$ cat config.mk
export PLATFORM = sky130hd
export DESIGN_NAME = hrange_pairs_flat
export DESIGN_NICKNAME = d
export VERILOG_FILES = /design/src/rtl/hrange_pairs_if.sv /design/src/rtl/hrange_pairs.sv /design/src/flat_wrapper.sv
export SDC_FILE = /design/constraint.sdc
export NUM_CORES = 1
export LEC_CHECK = 0
export BUFFER_PORTS_ARGS = -buffer_cell sky130_fd_sc_hd__buf_2
export CAP_MARGIN = 20
export CORE_ASPECT_RATIO = 1.75
export CORE_MARGIN = 5
export CORE_UTILIZATION = 25
export CTS_BUF_LIST = sky130_fd_sc_hd__clkbuf_2
export DETAILED_ROUTE_END_ITERATION = 10
export PLACE_DENSITY = 0.51
export SYNTH_ARGS = -nofsm -noshare
export SYNTH_HDL_FRONTEND = slang
export SYNTH_SLANG_ARGS = --single-unit
$ cat constraint.sdc
create_clock -name _clock -period 6.26 [get_ports _clock]
set_clock_uncertainty 0.1 [all_clocks]
set_input_delay 1.252 -clock _clock [delete_from_list [all_inputs] [get_ports _clock]]
set_output_delay 1.252 -clock _clock [all_outputs]
set_load 0.01 [all_outputs]
$ cat src/rtl/hrange_pairs_if.sv
// Bundle of caller-facing generator handshake and callee (hrange) handshake for hrange_pairs.
// The slave modport is the hrange_pairs side; master is whoever drives it and models the callee.
interface hrange_pairs_if;
    // Caller-facing generator protocol
    logic               _start;
    logic signed [31:0] base;
    logic signed [31:0] limit;
    logic signed [31:0] step;
    logic               _ready;
    logic               _valid;
    logic               _done;
    logic signed [31:0] _0;
    logic signed [31:0] _1;
    logic signed [31:0] _2;

    // Callee (hrange) launch and stream
    logic signed [31:0] _hrange_base;
    logic signed [31:0] _hrange_limit;
    logic signed [31:0] _hrange_step;
    logic               _hrange_start;
    logic               _hrange_reset;
    logic               _hrange_ready;
    logic               _hrange_valid;
    logic               _hrange_done;
    logic signed [31:0] _hrange_0;

    modport slave (
        input  _start, base, limit, step, _ready,
        input  _hrange_valid, _hrange_done, _hrange_0,
        output _valid, _done, _0, _1, _2,
        output _hrange_base, _hrange_limit, _hrange_step,
        output _hrange_start, _hrange_reset, _hrange_ready
    );

    modport master (
        output _start, base, limit, step, _ready,
        output _hrange_valid, _hrange_done, _hrange_0,
        input  _valid, _done, _0, _1, _2,
        input  _hrange_base, _hrange_limit, _hrange_step,
        input  _hrange_start, _hrange_reset, _hrange_ready
    );
endinterface

$ cat src/rtl/hrange_pairs.sv
// Generator that launches an hrange callee and yields (prev, cur, prev+cur) for every pair of
// consecutive callee values.
module hrange_pairs (
    input logic           _clock,
    input logic           _reset,
    hrange_pairs_if.slave bus
);

    typedef enum logic [1:0] {StIdle, StLaunch, StFirst, StStream} state_e;

    state_e             state_q, state_d;
    logic               valid_q, valid_d;
    logic signed [31:0] out0_q, out0_d;
    logic signed [31:0] out1_q, out1_d;
    logic signed [31:0] out2_q, out2_d;
    logic signed [31:0] prev_q, prev_d;
    logic signed [31:0] hr_base_q, hr_base_d;
    logic signed [31:0] hr_limit_q, hr_limit_d;
    logic signed [31:0] hr_step_q, hr_step_d;
    logic               hr_start_q, hr_start_d;
    logic               hr_reset_q;
    logic               hr_ready;
    logic               advance;
    logic signed [31:0] sum;

    // A held tuple blocks the callee until downstream takes it.
    assign advance = bus._ready || !valid_q;
    assign sum     = prev_q + bus._hrange_0;

    always_comb begin
        state_d    = state_q;
        valid_d    = valid_q;
        out0_d     = out0_q;
        out1_d     = out1_q;
        out2_d     = out2_q;
        prev_d     = prev_q;
        hr_base_d  = hr_base_q;
        hr_limit_d = hr_limit_q;
        hr_step_d  = hr_step_q;
        hr_start_d = 1'b0;
        hr_ready   = 1'b0;

        if (bus._ready) begin
            valid_d = 1'b0;
        end

        unique case (state_q)
            StIdle: begin
            end
            // Callee outputs are stale here (it has not seen the start yet), so ignore them.
            StLaunch: begin
                state_d = StFirst;
            end
            StFirst: begin
                hr_ready = 1'b1;
                if (bus._hrange_valid) begin
                    prev_d  = bus._hrange_0;
                    state_d = StStream;
                end else if (bus._hrange_done) begin
                    state_d = StIdle;
                end
            end
            StStream: begin
                hr_ready = advance;
                if (advance) begin
                    if (bus._hrange_valid) begin
                        out0_d  = prev_q;
                        out1_d  = bus._hrange_0;
                        out2_d  = sum;
                        valid_d = 1'b1;
                        prev_d  = bus._hrange_0;
                    end else if (bus._hrange_done) begin
                        state_d = StIdle;
                    end
                end
            end
            default: begin
                state_d = StIdle;
            end
        endcase

        if (bus._start) begin
            hr_base_d  = bus.base;
            hr_limit_d = bus.limit;
            hr_step_d  = bus.step;
            hr_start_d = 1'b1;
            valid_d    = 1'b0;
            state_d    = StLaunch;
        end
    end

    // Start overrides reset so a restart can be issued while resetting.
    always_ff @(posedge _clock) begin
        hr_reset_q <= _reset;
        if (_reset && !bus._start) begin
            state_q    <= StIdle;
            valid_q    <= 1'b0;
            out0_q     <= '0;
            out1_q     <= '0;
            out2_q     <= '0;
            prev_q     <= '0;
            hr_base_q  <= '0;
            hr_limit_q <= '0;
            hr_step_q  <= '0;
            hr_start_q <= 1'b0;
        end else begin
            state_q    <= state_d;
            valid_q    <= valid_d;
            out0_q     <= out0_d;
            out1_q     <= out1_d;
            out2_q     <= out2_d;
            prev_q     <= prev_d;
            hr_base_q  <= hr_base_d;
            hr_limit_q <= hr_limit_d;
            hr_step_q  <= hr_step_d;
            hr_start_q <= hr_start_d;
        end
    end

    assign bus._valid        = valid_q;
    assign bus._done         = (state_q == StIdle);
    assign bus._0            = out0_q;
    assign bus._1            = out1_q;
    assign bus._2            = out2_q;
    assign bus._hrange_base  = hr_base_q;
    assign bus._hrange_limit = hr_limit_q;
    assign bus._hrange_step  = hr_step_q;
    assign bus._hrange_start = hr_start_q;
    assign bus._hrange_reset = hr_reset_q;
    assign bus._hrange_ready = hr_ready;

endmodule

$ cat src/flat_wrapper.sv
// flat-port wrapper written by rule: the top's interface ports become plain ports
module hrange_pairs_flat 
  (_clock, _reset, bus__start, bus_base, bus_limit, bus_step, bus__ready, bus__hrange_valid, bus__hrange_done, bus__hrange_0, bus__valid, bus__done, bus__0, bus__1, bus__2, bus__hrange_base, bus__hrange_limit, bus__hrange_step, bus__hrange_start, bus__hrange_reset, bus__hrange_ready);
  hrange_pairs_if bus_i ();
  input logic _clock;
  input logic _reset;
  input wire logic [$bits(bus_i._start)-1:0] bus__start;
  input wire logic [$bits(bus_i.base)-1:0] bus_base;
  input wire logic [$bits(bus_i.limit)-1:0] bus_limit;
  input wire logic [$bits(bus_i.step)-1:0] bus_step;
  input wire logic [$bits(bus_i._ready)-1:0] bus__ready;
  input wire logic [$bits(bus_i._hrange_valid)-1:0] bus__hrange_valid;
  input wire logic [$bits(bus_i._hrange_done)-1:0] bus__hrange_done;
  input wire logic [$bits(bus_i._hrange_0)-1:0] bus__hrange_0;
  output wire logic [$bits(bus_i._valid)-1:0] bus__valid;
  output wire logic [$bits(bus_i._done)-1:0] bus__done;
  output wire logic [$bits(bus_i._0)-1:0] bus__0;
  output wire logic [$bits(bus_i._1)-1:0] bus__1;
  output wire logic [$bits(bus_i._2)-1:0] bus__2;
  output wire logic [$bits(bus_i._hrange_base)-1:0] bus__hrange_base;
  output wire logic [$bits(bus_i._hrange_limit)-1:0] bus__hrange_limit;
  output wire logic [$bits(bus_i._hrange_step)-1:0] bus__hrange_step;
  output wire logic [$bits(bus_i._hrange_start)-1:0] bus__hrange_start;
  output wire logic [$bits(bus_i._hrange_reset)-1:0] bus__hrange_reset;
  output wire logic [$bits(bus_i._hrange_ready)-1:0] bus__hrange_ready;
  assign bus_i._start = bus__start;
  assign bus_i.base = bus_base;
  assign bus_i.limit = bus_limit;
  assign bus_i.step = bus_step;
  assign bus_i._ready = bus__ready;
  assign bus_i._hrange_valid = bus__hrange_valid;
  assign bus_i._hrange_done = bus__hrange_done;
  assign bus_i._hrange_0 = bus__hrange_0;
  assign bus__valid = bus_i._valid;
  assign bus__done = bus_i._done;
  assign bus__0 = bus_i._0;
  assign bus__1 = bus_i._1;
  assign bus__2 = bus_i._2;
  assign bus__hrange_base = bus_i._hrange_base;
  assign bus__hrange_limit = bus_i._hrange_limit;
  assign bus__hrange_step = bus_i._hrange_step;
  assign bus__hrange_start = bus_i._hrange_start;
  assign bus__hrange_reset = bus_i._hrange_reset;
  assign bus__hrange_ready = bus_i._hrange_ready;
  hrange_pairs u_core (._clock(_clock), ._reset(_reset), .bus(bus_i));
endmodule
==> impl_metrics.json <==
{
  "path_class": "flop to primary output",
  "grt_max_degree": 102,
  "rsz0062_at_grt": "no",
  "slowest_delay_ps": 400,
  "rows": 96,
  "numCtsBuffers": 59,
  "overflow": 0,
  "post-place-cells": 1987,
  "critPathBufInv": 1,
  "status": "completed",
  "n_fill_cell": 4275,
  "die_w_um": 160,
  "ys.flop_type": "dfxtp_1",
  "drv_cap": 0,
  "finalMaxSlewViolations": 0,
  "drtIter0Drc": 468,
  "grt_pass1_wl_um": 52400,
  "reg2reg_slack_ps": 3230,
  "async_reset_ff_share_pct": 0,
  "grt_pass1_vias": 9329,
  "ant_nets": 0,
  "synthTopCellsByArea": "dfxtp_1 (47%), nand2_1 (13%), a21oi_1 (7.5%), o21ai_0 (7.0%), nand2b_1 (6.4%)",
  "p_leak_nw": 5.55,
  "io_pins": 331,
  "synth_cell_types": 52,
  "firstDrtPassIters": 4,
  "critPathSlowestCell": "dfxtp_1",
  "route.vias.total": 9567,
  "clock_path_buffers": 3,
  "crit_path_start_kind": "flop",
  "yosysWarningCount": 0,
  "cp_top_family": "flip-flops",
  "yosysMostFrequentCell": "nand2_1",
  "synth_top_area_share_pct": 46.6,
  "crit_path_end_kind": "primary output",
  "synth.avg_cell_area_um2": 7.91,
  "synth_top_cell_by_area": "dfxtp_1",
  "start_util_pct": 25.2,
  "grt_usage_pct": 14.9,
  "whs_ps": 352,
  "fin_setup_tns_ps": 0,
  "ys_seq_area_share_pct": 46.6,
  "cp.arrival_ps": 2010,
  "die_h_um": 272,
  "detail_route.drc_violations": 0,
  "holdBufCountCts": 0,
  "ys_seq_elements": 229,
  "wl_um": 33900,
  "synth_nets": 1412,
  "area_growth_pct": 25.9,
  "clkSinkCount": 229,
  "fp.coreArea_um2": 39000,
  "drive_gt1_share_pct": 27.6,
  "syn_area_um2": 9830,
  "worstPathMaxFanout": 8,
  "portBuffers": 330,
  "ctsHtreeMaxLevel": 2,
  "netlist_instances": 1243,
  "fin_cells": 2092,
  "nets": 1727,
  "place_congestion": 0.818,
  "cts.reportedPaths.clkPinSlew_ps": 110,
  "critical_path.cell_chain": "ha_1 > nand2_1 > nand2_1 > buf_2",
  "synth_common_cells": "nand2_1 (347), dfxtp_1 (229), a21oi_1 (148)",
  "irDropWorstVdd_uv": 111,
  "final_hold_viol_count": 0,
  "cts_setup_buffers": 0,
  "pwr_density_cell_nw_per_um2": 263,
  "routedWlPerCell_um": 16.2,
  "path_common_cell": "nand2_1",
  "setup_viol": 0,
  "min_path_type": "flop to flop",
  "clockRootBuffer": "clkbuf_2",
  "synth_edf_count": 0,
  "fin_crit_ps": 3360,
  "cts-resized-gates": 0,
  "clock_latency_ps": 920,
  "regArea_um2": 4580,
  "required_ps": 4910,
  "die-area_um2": 43600,
  "power_w": 0.00326,
  "tightest_slew_ps": 990,
  "max_clock_freq_ghz": 0.298,
  "multiInputGateArea_um2": 4910,
  "dp_hpwl_um": 24200,
  "max_slew_margin_pct": 33.9,
  "avgViaCountPerCell": 4.57,
  "cts_tree": "yes",
  "antenna_found_initial": 3,
  "fin_crit_sh_pct": 53.7
}
## final timing paths
check	start	end	depth (start not counted)
worst max-delay path	u_core.state_q[1]$_SDFFE_PP0P_	bus__hrange_ready	4
worst min-delay path	u_core.bus._2[25]$_SDFFE_PP0P_	u_core.bus._2[25]$_SDFFE_PP0P_	2
worst max register to register	u_core.prev_q[0]$_SDFFE_PP0P_	u_core.bus._2[26]$_SDFFE_PP0P_	10
worst min register to register	u_core.bus._2[25]$_SDFFE_PP0P_	u_core.bus._2[25]$_SDFFE_PP0P_	2
## stage by stage
step | instance area (um^2) | setup WS [ps] | utilization (%)
4_1_cts | 12400 | 2690 | 31.7
5_1_grt | 12400 | 2600 | 31.7
6_report | 12400 | 2900 | 31.7
2_1_floorplan | 9830 | 2720 | -
3_5_place_dp | 11900 | 2110 | 30.4
3_3_place_gp | 11900 | 2070 | 30.4
## kinds of logic (layout without fill, tap and decap cells)
logic type	Yosys count	in the layout	share of synthesized area, %
multiplexers	3	3	0.344
XOR/XNOR	27	27	2.40
AO/OA/AOI/OAI	342	342	19.2
flip-flops	229	229	46.6
AND/OR/NAND/NOR	514	514	23.2
adder cells (fa/ha/maj)	35	35	4.53
buffers and inverters	93	450	3.69
other	0	2	0
## power breakdown
part / internal, W / switching [W] / leakage (nW)
Clock: 0.000384 / 0.000644 / 0.388
Combinational: 0.000245 / 0.000367 / 3.27
Sequential: 0.00156 / 0.0000573 / 1.89
Total: 0.00219 / 0.00107 / 5.55
## cells in the final DEF, fill, tap and decap left out, drive strengths merged, types with 8 or more instances in the layout
cell type  instances
inv               11
a211oi             8
clkbuf            78
nand2b           100
nand4              8
a21oi            148
clkinv            21
nand3             10
o21ai            142
buf              339
nor3              11
xnor2             18
and3               8
nor2              20
dfxtp            229
xor2               9
ha                34
nand2            347
## tightest hold or removal path, cell delays in order (launching register included)
cell and delay, ps:
dfxtp_1 320, nand2_1 50, o21ai_1 50
## state kept, by name, summed over array words and instances, names as in the netlist
| name | count |
|---|---|
| u_core.bus._hrange_step | 32 |
| u_core.state_q | 2 |
| u_core.bus._0 | 32 |
| u_core.bus._1 | 32 |
| u_core.bus._hrange_reset | 1 |
| u_core.bus._hrange_limit | 32 |
| u_core.bus._hrange_start | 1 |
| u_core.bus._2 | 32 |
| u_core.bus._valid | 1 |
| u_core.prev_q | 32 |
| u_core.bus._hrange_base | 32 |
## metal layers
metal	up-vias	wire length [um]	GRT usage, %
li1	4817	-	-
met2	311	17800	27.9
met5	-	13	0
met4	2	957	5.55
met3	68	2540	4.65
met1	4369	12600	15.4
## layout make-up
class	instances	share of cell area (%)
diodes	2	0.0404
clock buffers	78	3.15
clock inverters	25	0.990
inverters	8	0.243
multi-input cells	921	39.7
flip-flops and latches	229	37.0
well taps	490	4.95
repair buffers	339	13.9
No activity file was read; power rests on OpenSTA's default activity.
